$ cat src/rtl/sort_stream.sv
// sort_stream: collects a frame of up to DEPTH elements, sorts it with an
// odd-even transposition network (one phase per cycle), then streams the
// sorted elements out with valid/ready handshaking.
// Optional feature macro: SORT_STREAM_BYPASS_EN adds a 'bypass' input that,
// when set on the first beat of a frame, skips sorting and replays arrival order.
module sort_stream #(
    parameter int WIDTH = 32,
    parameter int DEPTH = 8
) (
    input  logic             clk,
    input  logic             rst,
`ifdef SORT_STREAM_BYPASS_EN
    input  logic             bypass,
`endif
    input  logic             in_valid,
    output logic             in_ready,
    input  logic [WIDTH-1:0] in_data,
    input  logic             in_last,
    input  logic             in_dir,
    output logic             out_valid,
    input  logic             out_ready,
    output logic [WIDTH-1:0] out_data,
    output logic             out_last,
    output logic             frame_err,
    output logic [15:0]      frames_done
);

    localparam int IW = (DEPTH > 1) ? $clog2(DEPTH) : 1;
    localparam logic [IW-1:0] LAST_SLOT = IW'(DEPTH - 1);

    typedef enum logic [1:0] {LOAD, SORT, DRAIN} state_t;

    state_t           state;
    state_t           state_next;
    logic [WIDTH-1:0] mem    [DEPTH];
    logic [WIDTH-1:0] sorted [DEPTH];
    logic [IW-1:0]    cnt;
    logic [IW-1:0]    idx;
    logic [IW-1:0]    last_idx;
    logic [IW-1:0]    sort_cnt;
    logic             dir;
    logic             accept;
    logic             closing;
    logic             eff_dir;
    logic             eff_byp;

    // The first beat of a frame carries the direction (and bypass) directly;
    // later beats use the values latched from that first beat.
    assign eff_dir = (cnt == '0) ? in_dir : dir;
    assign accept  = (state == LOAD) && in_valid;
    assign closing = accept && (in_last || (cnt == LAST_SLOT));

`ifdef SORT_STREAM_BYPASS_EN
    logic byp;
    assign eff_byp = (cnt == '0) ? bypass : byp;
`else
    assign eff_byp = 1'b0;
`endif

    // Output data is forced to zero outside DRAIN so storage is never visible.
    assign out_data = (state == DRAIN) ? mem[idx] : '0;
    assign out_last = (state == DRAIN) && (idx == last_idx);

    // Next-state and handshake outputs.
    always_comb begin
        state_next = state;
        in_ready   = 1'b0;
        out_valid  = 1'b0;
        case (state)
            LOAD: begin
                in_ready = 1'b1;
                if (closing) begin
                    state_next = eff_byp ? DRAIN : SORT;
                end
            end
            SORT: begin
                if (sort_cnt == LAST_SLOT) begin
                    state_next = DRAIN;
                end
            end
            DRAIN: begin
                out_valid = 1'b1;
                if (out_ready && (idx == last_idx)) begin
                    state_next = LOAD;
                end
            end
            default: state_next = LOAD;
        endcase
    end

    // One odd-even transposition phase; even pairs on even sort cycles.
    // Strict comparison keeps equal elements in place, so real values equal
    // to the sentinel stay ahead of the padding.
    always_comb begin
        for (int i = 0; i < DEPTH; i++) begin
            sorted[i] = mem[i];
        end
        for (int i = 0; i < DEPTH - 1; i++) begin
            if (i[0] == sort_cnt[0]) begin
                if (dir ? (mem[i] > mem[i+1]) : (mem[i] < mem[i+1])) begin
                    sorted[i]   = mem[i+1];
                    sorted[i+1] = mem[i];
                end
            end
        end
    end

    // State register.
    always_ff @(posedge clk) begin
        if (rst) begin
            state <= LOAD;
        end else begin
            state <= state_next;
        end
    end

    // Frame bookkeeping: load counter, latched size/direction, drain index, status.
    always_ff @(posedge clk) begin
        if (rst) begin
            cnt         <= '0;
            idx         <= '0;
            last_idx    <= '0;
            sort_cnt    <= '0;
            dir         <= 1'b0;
            frame_err   <= 1'b0;
            frames_done <= '0;
`ifdef SORT_STREAM_BYPASS_EN
            byp         <= 1'b0;
`endif
        end else begin
            case (state)
                LOAD: begin
                    if (accept) begin
                        if (cnt == '0) begin
                            dir <= in_dir;
`ifdef SORT_STREAM_BYPASS_EN
                            byp <= bypass;
`endif
                        end
                        if (closing) begin
                            cnt      <= '0;
                            last_idx <= cnt;
                            sort_cnt <= '0;
                            idx      <= '0;
                            if (!in_last) begin
                                frame_err <= 1'b1;
                            end
                        end else begin
                            cnt <= cnt + 1'b1;
                        end
                    end
                end
                SORT: begin
                    sort_cnt <= sort_cnt + 1'b1;
                end
                DRAIN: begin
                    if (out_ready) begin
                        if (idx == last_idx) begin
                            idx         <= '0;
                            frames_done <= frames_done + 16'd1;
                        end else begin
                            idx <= idx + 1'b1;
                        end
                    end
                end
                default: ;
            endcase
        end
    end

    // Element storage: load beats, pad unused slots with the sentinel when
    // the frame closes, and apply one sort phase per SORT cycle.
    always_ff @(posedge clk) begin
        if (!rst) begin
            if (accept) begin
                mem[cnt] <= in_data;
                if (closing) begin
                    for (int i = 0; i < DEPTH; i++) begin
                        if (i > int'(cnt)) begin
                            mem[i] <= eff_dir ? {WIDTH{1'b1}} : {WIDTH{1'b0}};
                        end
                    end
                end
            end else if (state == SORT) begin
                for (int i = 0; i < DEPTH; i++) begin
                    mem[i] <= sorted[i];
                end
            end
        end
    end

endmodule

$ cat config.mk
export PLATFORM = sky130hd
export DESIGN_NAME = sort_stream
export DESIGN_NICKNAME = d
export VERILOG_FILES = /design/src/rtl/sort_stream.sv
export SDC_FILE = /design/constraint.sdc
export NUM_CORES = 1
export LEC_CHECK = 0
export ABC_AREA = 1
export CORE_MARGIN = 1
export CORE_UTILIZATION = 40
export CTS_BUF_LIST = sky130_fd_sc_hd__clkbuf_16
export CTS_CLUSTER_DIAMETER = 100
export DETAILED_ROUTE_END_ITERATION = 8
export PLACE_DENSITY = 0.63
export SETUP_SLACK_MARGIN = 0.4
export SLEW_MARGIN = 25
export SYNTH_ARGS = -nofsm -noshare
export SYNTH_HDL_FRONTEND = slang
export SYNTH_SLANG_ARGS = --single-unit
$ cat constraint.sdc
create_clock -name clk -period 11.1 [get_ports clk]
set_input_delay 1.11 -clock clk [delete_from_list [all_inputs] [get_ports clk]]
set_output_delay 1.11 -clock clk [all_outputs]
set_load 0.03 [all_outputs]
==> flow_summary_export.csv <==
group,metric,value,unit
drt,drt_iter0_markers,3365,
synthesis,postSynthAreaPerCell,6.719,sq um
synthesis,synth_top_family_by_area,"simple AND/OR/NAND/NOR gates",
clock_tree,cts_tree,"built",
pwr,powerDensity,123.2,nW/um^2
setup_path,reg2reg_depth,16,
timing,clock_skew,0.02574,ns
pwr,ir_drop,0.0001049,V
synthesis,yosysSeqAreaShare,0.3065,
die,dieArea,69470,sq um
placement,pre_cts_ws,6.149,ns
synthesis,synthSimpleGateAreaFrac,0.3303,
clock_tree,cts_inserted_buffers,39,
clock_tree,clk_path_buf_depth,3,
placement,io_buffers,89,
die,fp.dieW,263.6,um
hold_path,hold_path_class,"register to register",
synthesis,synth.mux.area_fraction,0,
final_layout,antennaDiodeCount,0,
placement,gp_congestion,0.9266,
drt,vias_per_cell,5.759,
timing,fin_crit_sh,0.4722,
global_routing,grt_first_pass_wirelength,155.2,mm
global_routing,grt_max_degree,109,
synthesis,synth_edf_count,256,
timing,worst_slew_pin_slew,1.128,ns
synthesis,synthDistinctLibCells,47,
global_routing,grt.overflow.total,0,
clock_tree,hold_buffers,0,
final_layout,regArea,8397,sq um
timing,timing.slew.headroom,0.2470,
placement,placed_cells,4814,
clock_tree,ctsResizeCount,0,
global_routing,grtUsageTotal,0.2822,
setup_path,critPathRequiredTime,9.99,ns
global_routing,antenna_found_initial,0,
drt,dr.pass1.iters,7,
synthesis,synth_cells,4073,
synthesis,yosysTopAreaCellShare,0.2809,
timing,rsz0062_at_grt,"false",
synthesis,synth-seq-cells,291,
setup_path,worst_setup_path_end_kind,"output port",
flow_run,maxCapViolations,0,
timing,finalSetupTns,0,ns
clock_tree,cts-root-buf,"clkbuf_16",
timing,fmax,190.8,MHz
synthesis,synthFlopType,"edfxtp_1",
drt,antenna_left,0,
synthesis,yosysWarnings,0,
setup_path,timing.rr.start,"mem[2][27]$_DFFE_PP_",
clock_tree,htree_levels,2,
timing,hold_viol,0,
timing,setup_viol,0,
final_layout,instances_no_fill,4884,
clock_tree,clock_latency,0.58,ns
setup_path,endpoint,"out_data[15]",
clock_tree,clk_pin_slew_worst_paths,0.06,ns
setup_path,path_class,"register to output port",
die,num_rows,95,
clock_tree,clock-sinks,291,
global_routing,grt_pass1_vias,25842,
synthesis,ys_async_sr_fraction,0,
outcome,status,"finished clean",
die,start_util,0.4061,
setup_path,worstSetupStartpointType,"register",
final_layout,layout.nets,4253,
synthesis,synthAdderAreaFrac,0.1061,
drt,dr_total_vias,28127,
die,die_h,263.6,um
final_layout,fill_cells,6851,
die,coreArea,67400,sq um
final_layout,multi_input_area,15840,sq um
synthesis,mappedNetlistNets,4343,
clock_tree,cts_setup_buffers,0,
timing,period_needed,5.242,ns
drt,routed_wl,100.5,mm
die,io-pin-count,90,
placement,dp_hpwl,69.25,mm
drt,wl_per_cell,20.57,um
final_layout,area_delta_synth_final,9.167,%
synthesis,synth-compound-area-share,0.1371,
synthesis,yosys.area_share.xor_xnor,0.001600,
synthesis,syn_area,27370,sq um
setup_path,cp.arrival,4.13,ns
timing,drv_slew,0,
final_layout,drive_gt1_frac,0.04388,
synthesis,synth_top_area_cell,"edfxtp_1",
setup_path,r2r_end,"mem[2][27]$_DFFE_PP_",
setup_path,reg2reg_slack,6.51,ns
synthesis,synth.area.top_cells,"edfxtp_1 (28%), nand2_1 (16%), ha_1 (11%)",
setup_path,cp_max_fo,65,
timing,fin_ws,5.858,ns
drt,drc,0,
pwr,p_leak,14.34,nW
[worst min-delay path by stage]
stage               slack, ns  cells after the start                           end                          from
finish                   0.47                      2      sort_cnt[1]$_SDFFE_PP0P_      sort_cnt[1]$_SDFFE_PP0P_
global route             0.50                      2  frames_done[15]$_SDFFE_PP0P_  frames_done[15]$_SDFFE_PP0P_
CTS                      0.47                      2      sort_cnt[1]$_SDFFE_PP0P_      sort_cnt[1]$_SDFFE_PP0P_
detailed placement       0.46                      2      sort_cnt[1]$_SDFFE_PP0P_      sort_cnt[1]$_SDFFE_PP0P_
global placement         0.46                      2      sort_cnt[1]$_SDFFE_PP0P_      sort_cnt[1]$_SDFFE_PP0P_
floorplan                0.44                      2      sort_cnt[1]$_SDFFE_PP0P_      sort_cnt[1]$_SDFFE_PP0P_
[state kept, by name, summed over array words and instances, names as in the netlist, named ones only]
| register | cells |
|---|---|
| mem | 256 |
| frames_done | 16 |
| cnt | 3 |
| idx | 3 |
| last_idx | 3 |
| sort_cnt | 3 |
| state | 2 |
| dir | 1 |
| frame_err | 1 |
[logic make-up after synthesis]
group | after synthesis
simple gates | 2030
buf+inv | 807
xor+xnor | 5
flops | 291
fa+ha+maj | 232
compound gates | 708
[through the flow]
stage / area, sq um / total power, mW / hold WS (ns) / util
4_1_cts: 29840 / 3.667 / 0.4693 / 0.4428
2_1_floorplan: 27370 / 2.147 / 0.4446 / -
3_5_place_dp: 28670 / 2.464 / 0.4606 / 0.4255
5_1_grt: 29880 / 3.859 / 0.4967 / 0.4433
6_report: 29880 / 3.681 / 0.4658 / 0.4433
3_3_place_gp: 28630 / 2.449 / 0.4563 / 0.4247
[critical path, cell delays in order (launching register included)]
cell	delay, ns
dfxtp_2	0.31
buf_4	0.70
inv_2	0.53
buf_4	0.44
a21oi_1	0.17
o21ai_0	0.09
a31oi_1	0.46
clkdlybuf4s50_1	0.78
[final cells by class]
type / instances / area share
Tap cell: 873 / 0.03656
Inverter: 528 / 0.06659
Clock inverter: 28 / 0.004732
Clock buffer: 41 / 0.03434
Timing Repair Buffer: 148 / 0.04665
Sequential cell: 291 / 0.2811
Multi-Input combinational cell: 2975 / 0.5301
[layer usage]
| layer | up-vias | track usage | routed length (um) |
|---|---|---|---|
| met5 | - | 0 | 0 |
| met4 | 0 | 0.09546 | 3176 |
| met3 | 199 | 0.05668 | 11250 |
| met2 | 1558 | 0.4309 | 43470 |
| met1 | 12795 | 0.3945 | 42550 |
| li1 | 13575 | - | - |
[report_power, final]
part	internal [mW]	switching, mW
Clock	0.684	0.523
Combinational	0.329	0.747
Sequential	1.30	0.0960
Total	2.31	1.37
[synthesized netlist by cell type, types with 7 or more instances]
cell and n:
nand2_1 1141, inv_1 509, a21oi_1 376, nand4_1 340, nand3_1 281, edfxtp_1 256, ha_1 232, nor2_1 217
o21ai_0 195, buf_2 121, clkbuf_1 107, buf_1 39, o21ai_1 39, o21bai_1 36, dfxtp_1 35, a31oi_1 33
inv_2 13, o21a_1 13, nor3_1 12, nand3_2 10, buf_4 7
[layout by cell type, fill, tap and decap left out, drive strengths merged]
| master | n |
|---|---|
| nand3 | 292 |
| xor2 | 2 |
| and3 | 1 |
| nand4 | 340 |
| xnor2 | 3 |
| clkinv | 16 |
| nand2 | 1146 |
| nand3b | 2 |
| clkbuf | 41 |
| a31oi | 33 |
| buf | 59 |
| o311ai | 1 |
| inv | 538 |
| ha | 232 |
| o21a | 13 |
| o21bai | 36 |
| a21oi | 378 |
| a21o | 5 |
| dfxtp | 35 |
| nor2 | 226 |
| and2b | 1 |
| nor3 | 16 |
| o21ai | 235 |
| nor4 | 3 |
| edfxtp | 256 |
| bufinv | 1 |
| clkdlybuf4s50 | 89 |
| o31ai | 3 |
| a211oi | 3 |
| nor3b | 3 |
| clkinvlp | 1 |
| o211ai | 1 |
No activity file was read; power rests on OpenSTA's default activity.
